**src/rtl/enc8to3_pending.sv**
```systemverilog
// enc8to3_pending: sticky 8-bit request capture with a fixed-priority
// 8-to-3 encode, presented one index at a time over valid/ready.
module enc8to3_pending (
    input  logic       clk,
    input  logic       rst_n,
    input  logic [7:0] req,
    input  logic       ready,
    output logic       valid,
    output logic [2:0] code,
    output logic [7:0] pending,
    output logic       busy
);

    typedef enum logic {
        IDLE    = 1'b0,
        PRESENT = 1'b1
    } state_t;

    state_t     state_q;
    state_t     state_n;
    logic [7:0] pend_q;
    logic [7:0] pend_n;
    logic [7:0] clr_mask;
    logic [2:0] code_q;
    logic [2:0] code_n;
    logic [2:0] enc;

    // Fixed-priority encode of the pending register, bit 7 wins.
    always_comb begin
        enc = 3'd0;
        priority case (1'b1)
            pend_q[7]: enc = 3'd7;
            pend_q[6]: enc = 3'd6;
            pend_q[5]: enc = 3'd5;
            pend_q[4]: enc = 3'd4;
            pend_q[3]: enc = 3'd3;
            pend_q[2]: enc = 3'd2;
            pend_q[1]: enc = 3'd1;
            pend_q[0]: enc = 3'd0;
            default:   enc = 3'd0;
        endcase
    end

    // Next state, latched code and the accept clear mask.
    always_comb begin
        state_n  = state_q;
        code_n   = code_q;
        clr_mask = 8'h00;
        case (state_q)
            IDLE: begin
                if (pend_q != 8'h00) begin
                    code_n  = enc;
                    state_n = PRESENT;
                end
            end
            PRESENT: begin
                if (ready) begin
                    clr_mask = 8'h01 << code_q;
                    state_n  = IDLE;
                end
            end
            default: state_n = IDLE;
        endcase
        pend_n = (pend_q & ~clr_mask) | req;
    end

    // State, code and pending registers; new requests override the clear.
    always_ff @(posedge clk or negedge rst_n) begin
        if (!rst_n) begin
            state_q <= IDLE;
            code_q  <= 3'd0;
            pend_q  <= 8'h00;
        end else begin
            state_q <= state_n;
            code_q  <= code_n;
            pend_q  <= pend_n;
        end
    end

    assign valid   = (state_q == PRESENT);
    assign code    = code_q;
    assign pending = pend_q;
    assign busy    = valid | (|pend_q);

endmodule

```
**config.mk**
```make
export PLATFORM = sky130hd
export DESIGN_NAME = enc8to3_pending
export DESIGN_NICKNAME = d
export VERILOG_FILES = /design/src/rtl/enc8to3_pending.sv
export SDC_FILE = /design/constraint.sdc
export NUM_CORES = 1
export LEC_CHECK = 0
export ABC_AREA = 1
export BUFFER_PORTS_ARGS = -buffer_cell sky130_fd_sc_hd__buf_2
export CAP_MARGIN = 20
export CORE_AREA = 5 5 42 44
export CTS_CLUSTER_DIAMETER = 200
export CTS_CLUSTER_SIZE = 16
export DETAILED_ROUTE_END_ITERATION = 7
export DIE_AREA = 0 0 47 49
export GPL_ROUTABILITY_DRIVEN = 0
export PLACE_DENSITY = 0.78
export SLEW_MARGIN = 20
export SYNTH_ARGS = -nofsm -noshare
export SYNTH_HDL_FRONTEND = slang
export SYNTH_SLANG_ARGS = --single-unit
```
**constraint.sdc**
```tcl
create_clock -name clk -period 2.5 [get_ports clk]
set_clock_uncertainty 0.15 [all_clocks]
set_input_delay 0.25 -clock clk [delete_from_list [all_inputs] [get_ports clk]]
set_output_delay 0.25 -clock clk [all_outputs]
set_load 0.005 [all_outputs]
```
---- Word level (Yosys, flattened, before mapping) ----
Cells that the tools add are included.
word-level totals
  register bits after elaboration ......... 12
operators by class
  reduce and logical (&&, ||, !) cells .... 3
  shift operators ......................... 1
  bitwise gates (word level) .............. 5
  muxes and demuxes ....................... 12
operator list
  operator             number
  $mux 8               2
  $mux 3               5
  $and 8x8->8          1
  $not 8->8            1
  $or 8x8->8           1
  $reduce_bool 8->1    1
  $reduce_or 8->1      1
  $shl 1x3->8 const A  1
  $mux 1               3
  $mux 2               1
  $pmux 1 s2           1
  $reduce_and 2->1     1
  $not 1->1            1
  $or 1x1->1           1

---- Longest topological paths before layout ----
  depth after elaboration ................. 7
  mapped depth ............................ 9
  mapped depth without buffers ............ 9

---- Worst setup path before layout ----
OpenSTA, ideal clock, no wires.
  path kind ............................... flip-flop to output port
  start point ............................. register pend_q[4] (netlist: pending[4])
  end point ............................... output port busy
  data arrival time ....................... 813 ps
  data required time ...................... 2100 ps
  cell stages (with the launch flop) ...... 5
  buffers on the path ..................... 0
  path slack .............................. 1287 ps
  cell sequence ........................... dfrtp_1 > nor2_2 > nand3_2 > nor2_1 > nand2_1
on the way
  longest elaborated chain between the ends .. 2
ends and longest elaborated chain
  element                 line  source
  start, declared         21    logic [7:0] pend_q;
  start signal, assigned  76    pend_q <= pend_n;
  $reduce_or 8->1         83    assign busy = valid | (|pend_q);
  $or 1x1->1              83
  end, declared           11    output logic busy
No other way between the ends.

---- Worst setup path in the final report ----
Same ends and word-level chain as after synthesis.

==> flow_results.org <==
** Status
- Result of the run :: completed

** CTS
- Counting the buffers created by CTS gives 3.
- CTS H-tree depth :: 1
- The clock reaches the later pin of the worst-skew pair after 0.27 ns.
- After clock tree synthesis, the clock-pin slew on the worst setup and hold paths is 0.07 ns.
- Sinks on Clock Net :: 12
- Root Buffer Master :: clkbuf_4
- TritonCTS built the clock tree.
- Buffers inserted during post-CTS setup optimization :: 0
- Number of buffers between clock root and the deepest sink :: 2

** Layout
- Final Util :: 52.9%
- Area growth from synthesis to layout :: 29.3%
- The filler cells instantiated in the layout total 146.
- Of the cells placed in the final design, the portion with a size suffix greater than 1 is 29.9%.
- Flip-flop and latch area :: 300 µm²
- Final #Nets :: 110
- Summing all multi-input logic gate instances after layout gives 231 µm².
- 0 antenna diodes ended up in the layout.
- Layout Cells excl Fill :: 113

** GRT
- Remaining global-route overflow :: 0
- Largest net degree at the start of global routing :: 13
- The first global-routing pass estimated 2390 µm of wire.
- In the global route stage, overall resource usage came out at 14.2%.
- The initial antenna violation count was 0.
- Vias in the first global route :: 550

** Timing
- Relative slew margins :: 81.3%
- Setup repair after global routing left no endpoint under its margin.
- The final count of pins violating max slew is 0.
- Final-report setup violation count :: 0
- Actual slew at the worst max-slew pin :: 0.281 ns
- For the final routed database, the setup TNS stands at 0 ns.
- Final hold vios :: 0
- The routed design could run at a clock period as short as 1.67 ns.
- Dividing the final minimum period by the clock period gives 66.9%.
- For this run, the top clock speed supported by timing is 0.598 GHz.

** Floorplanning
- Top-level port count :: 24
- The die covers 0.00230 mm².
- In this run the core area contains 14 standard-cell rows.
- Die Span Y :: 49 µm
- Die width :: 47 µm
- Initial core utilization :: 40.9%
- Area of the core :: 0.00140 mm²

** Worst setup path
- The worst setup path is of the flip-flop to output port kind.
- Crit path DAT :: 1.27 ns
- Cell depth of the worst flop-to-flop path :: 4
- Data on the critical path is required at its endpoint by 2.10 ns.
- Critical path capture point type :: output port
- Startpoint Class :: flip-flop
- Tracing the worst setup path back leads to its startpoint at pending[4].
- In this run the worst path has a maximum fanout of 3.
- Reg-to-reg slack, setup :: 1.24 ns
- Reg2reg end :: valid
- In this run the critical register-to-register path is launched from pending[4].

** Logic synthesis
- The portion of synthesized area spent on multiplexers is 0%.
- Post-synthesis instance area :: 573 µm²
- Summing the areas of all xor and xnor instances in the mapped netlist gives 0% of the synthesized area.
- Top post-synthesis cells by count :: nand2_1 (20), dfrtp_1 (12), inv_1 (11)
- Synthesis produced 70 cells.
- Library cell occupying the most area in the post-synthesis netlist :: dfrtp_1
- After synthesis the netlist holds a flip-flop and latch count of 12.
- Among all cell types in the netlist, the one instantiated most often is nand2_1.
- Main combinational cell family by area after synthesis :: simple AND/OR/NAND/NOR gates
- The synthesized netlist devotes 0% of its cell area to adder and majority cells.
- Proportion of netlist area held by the largest area contributor :: 52.4%
- Ranking of synthesized cells by area :: dfrtp_1 (52%), nand2_1 (13%), o21bai_1 (10%)
- Counting flops with a built-in enable in the synthesized netlist gives 0.
- Summing the sequential cell areas from Yosys gives 52.4% of the chip area.
- The synthesized netlist devotes 13.8% of its cell area to compound gates.
- Averaged over all synthesized cells, the footprint is 8.19 µm².
- Post-synthesis simple-gate area fraction :: 26.6%
- Yosys Warn Count :: 0
- In this run, distinct cell masters in the synthesized netlist total 12.
- The number of nets handed over by synthesis was 81.
- Among all flip-flop cells after synthesis, the most frequent one is dfrtp_1.
- Async SR Flop Fraction :: 100%

** Placement
- The number of placed instances, taps included, is 109.
- Buffers placed on the I/O ports in this run total 23.
- Detailed placement finished with a half-perimeter wire length of 1120 µm.

** Drt
- Vias per Instance :: 5.03
- Post-route antenna net violation count :: 0
- Post-Route WL :: 1380 µm
- # DRC :: 0
- After detailed routing, the average wire length per cell comes to 12.2 µm.
- Number of vias in the routed layout :: 568
- First-pass iteration count of the detailed router :: 4
- Number of DRC markers in iteration 0 :: 4

** Worst hold path
- Endpoint with the worst hold slack :: pending[7]
- Hold Path Origin :: req[7]
- The worst hold path was traced through 2 stages.
- The tightest min-delay check is of the input port to flip-flop type.

** Power and ir drop
- Power share of the sequential group :: 45.4%
- VDD sags by at most 462 µV.
- Power density over the cells :: 859 mW/mm²
- Internal :: 0.391 mW
- Switching component of the power :: 0.245 mW
- Net switching is 38.5% of the power.
- For this design the static power due to leakage is 0.413 nW.
- Combinational logic is responsible for 36.2% of the overall power.
- In this run, the clock network consumes 18.4% of the power.

** Run
- Max-cap violations in this run came to 0.
==> routing by layer <==
metal  up-vias  part of all wire, %  global-route usage, %
li1        272                    -                      -
met5         -                    0                      0
met2        26                   46                   20.6
met3         6                  9.9                   4.80
met1       264                   41                   17.6
met4         0                  3.3                   8.29
==> registers in the layout, indices dropped and copies added, names as in the netlist <==
register and count:
pending 8, code 3, valid 1
==> area by class of cell <==
type	instances	share of cell area, %
clock buffers	3	3.04
inverters	11	5.57
multi-input cells	47	31.3
flip-flops and latches	12	40.5
well taps	16	2.70
repair buffers	24	16.9
==> through the flow <==
step	cell area [µm²]	hold slack (ns)	setup slack, ns	power [mW]
after CTS	741	0.0161	0.812	0.643
final	741	0.0162	0.827	0.636
after global placement	708	-0.0104	1.15	0.514
after global routing	741	0.00587	0.715	0.695
after floorplan	573	-0.196	1.29	0.425
after detailed placement	708	-0.00315	1.12	0.523
==> logic make-up (layout without fill, tap and decap cells) <==
kind of cell	Yosys count	after routing
flops	12	12
buf+inv	11	38
simple gates	36	36
compound gates	11	11
==> timing repair <==
item / CTS / global route
hold buffers: 1 / 0
resized for setup: 0 / 0
endpoints found under the setup margin: 0 / 0
hold endpoints to repair: 12 / 0
==> power groups by stage <==
stage / Combinational (mW) / Sequential (mW) / Clock (mW)
2_1_floorplan: 0.131 / 0.294 / 0
3_3_place_gp: 0.224 / 0.290 / 0
3_5_place_dp: 0.230 / 0.292 / 0
4_1_cts: 0.233 / 0.289 / 0.121
5_1_grt: 0.261 / 0.299 / 0.135
6_report: 0.230 / 0.289 / 0.117
==> placed cells by master, fill, tap and decap left out <==
cell type      instances
nor2_2                 1
nand2_1               20
inv_1                 11
nand3_2                1
o21ai_0                2
o21ai_2                1
nand3b_1               1
o21bai_1               8
nor2_1                10
dfrtp_1               12
buf_2                 23
nand3_1                2
nand4_1                1
clkbuf_4               3
dlygate4sd3_1          1
==> worst max-delay path by stage <==
| stage | end | slack (ns) | depth (start not counted) |
|---|---|---|---|
| 2_1_floorplan | busy | 1.29 | 4 |
| 3_3_place_gp | busy | 1.15 | 5 |
| 3_5_place_dp | busy | 1.12 | 5 |
| 4_1_cts | busy | 0.81 | 5 |
| 5_1_grt | busy | 0.72 | 5 |
| 6_report | busy | 0.83 | 5 |
==> critical path: stages (launching register included) <==
cell and delay, ns:
dfrtp_1 0.40, nor2_2 0.14, nand3_2 0.11, nor2_1 0.16
nand2_1 0.07, buf_2 0.13
No activity file was read; power rests on OpenSTA's default activity.
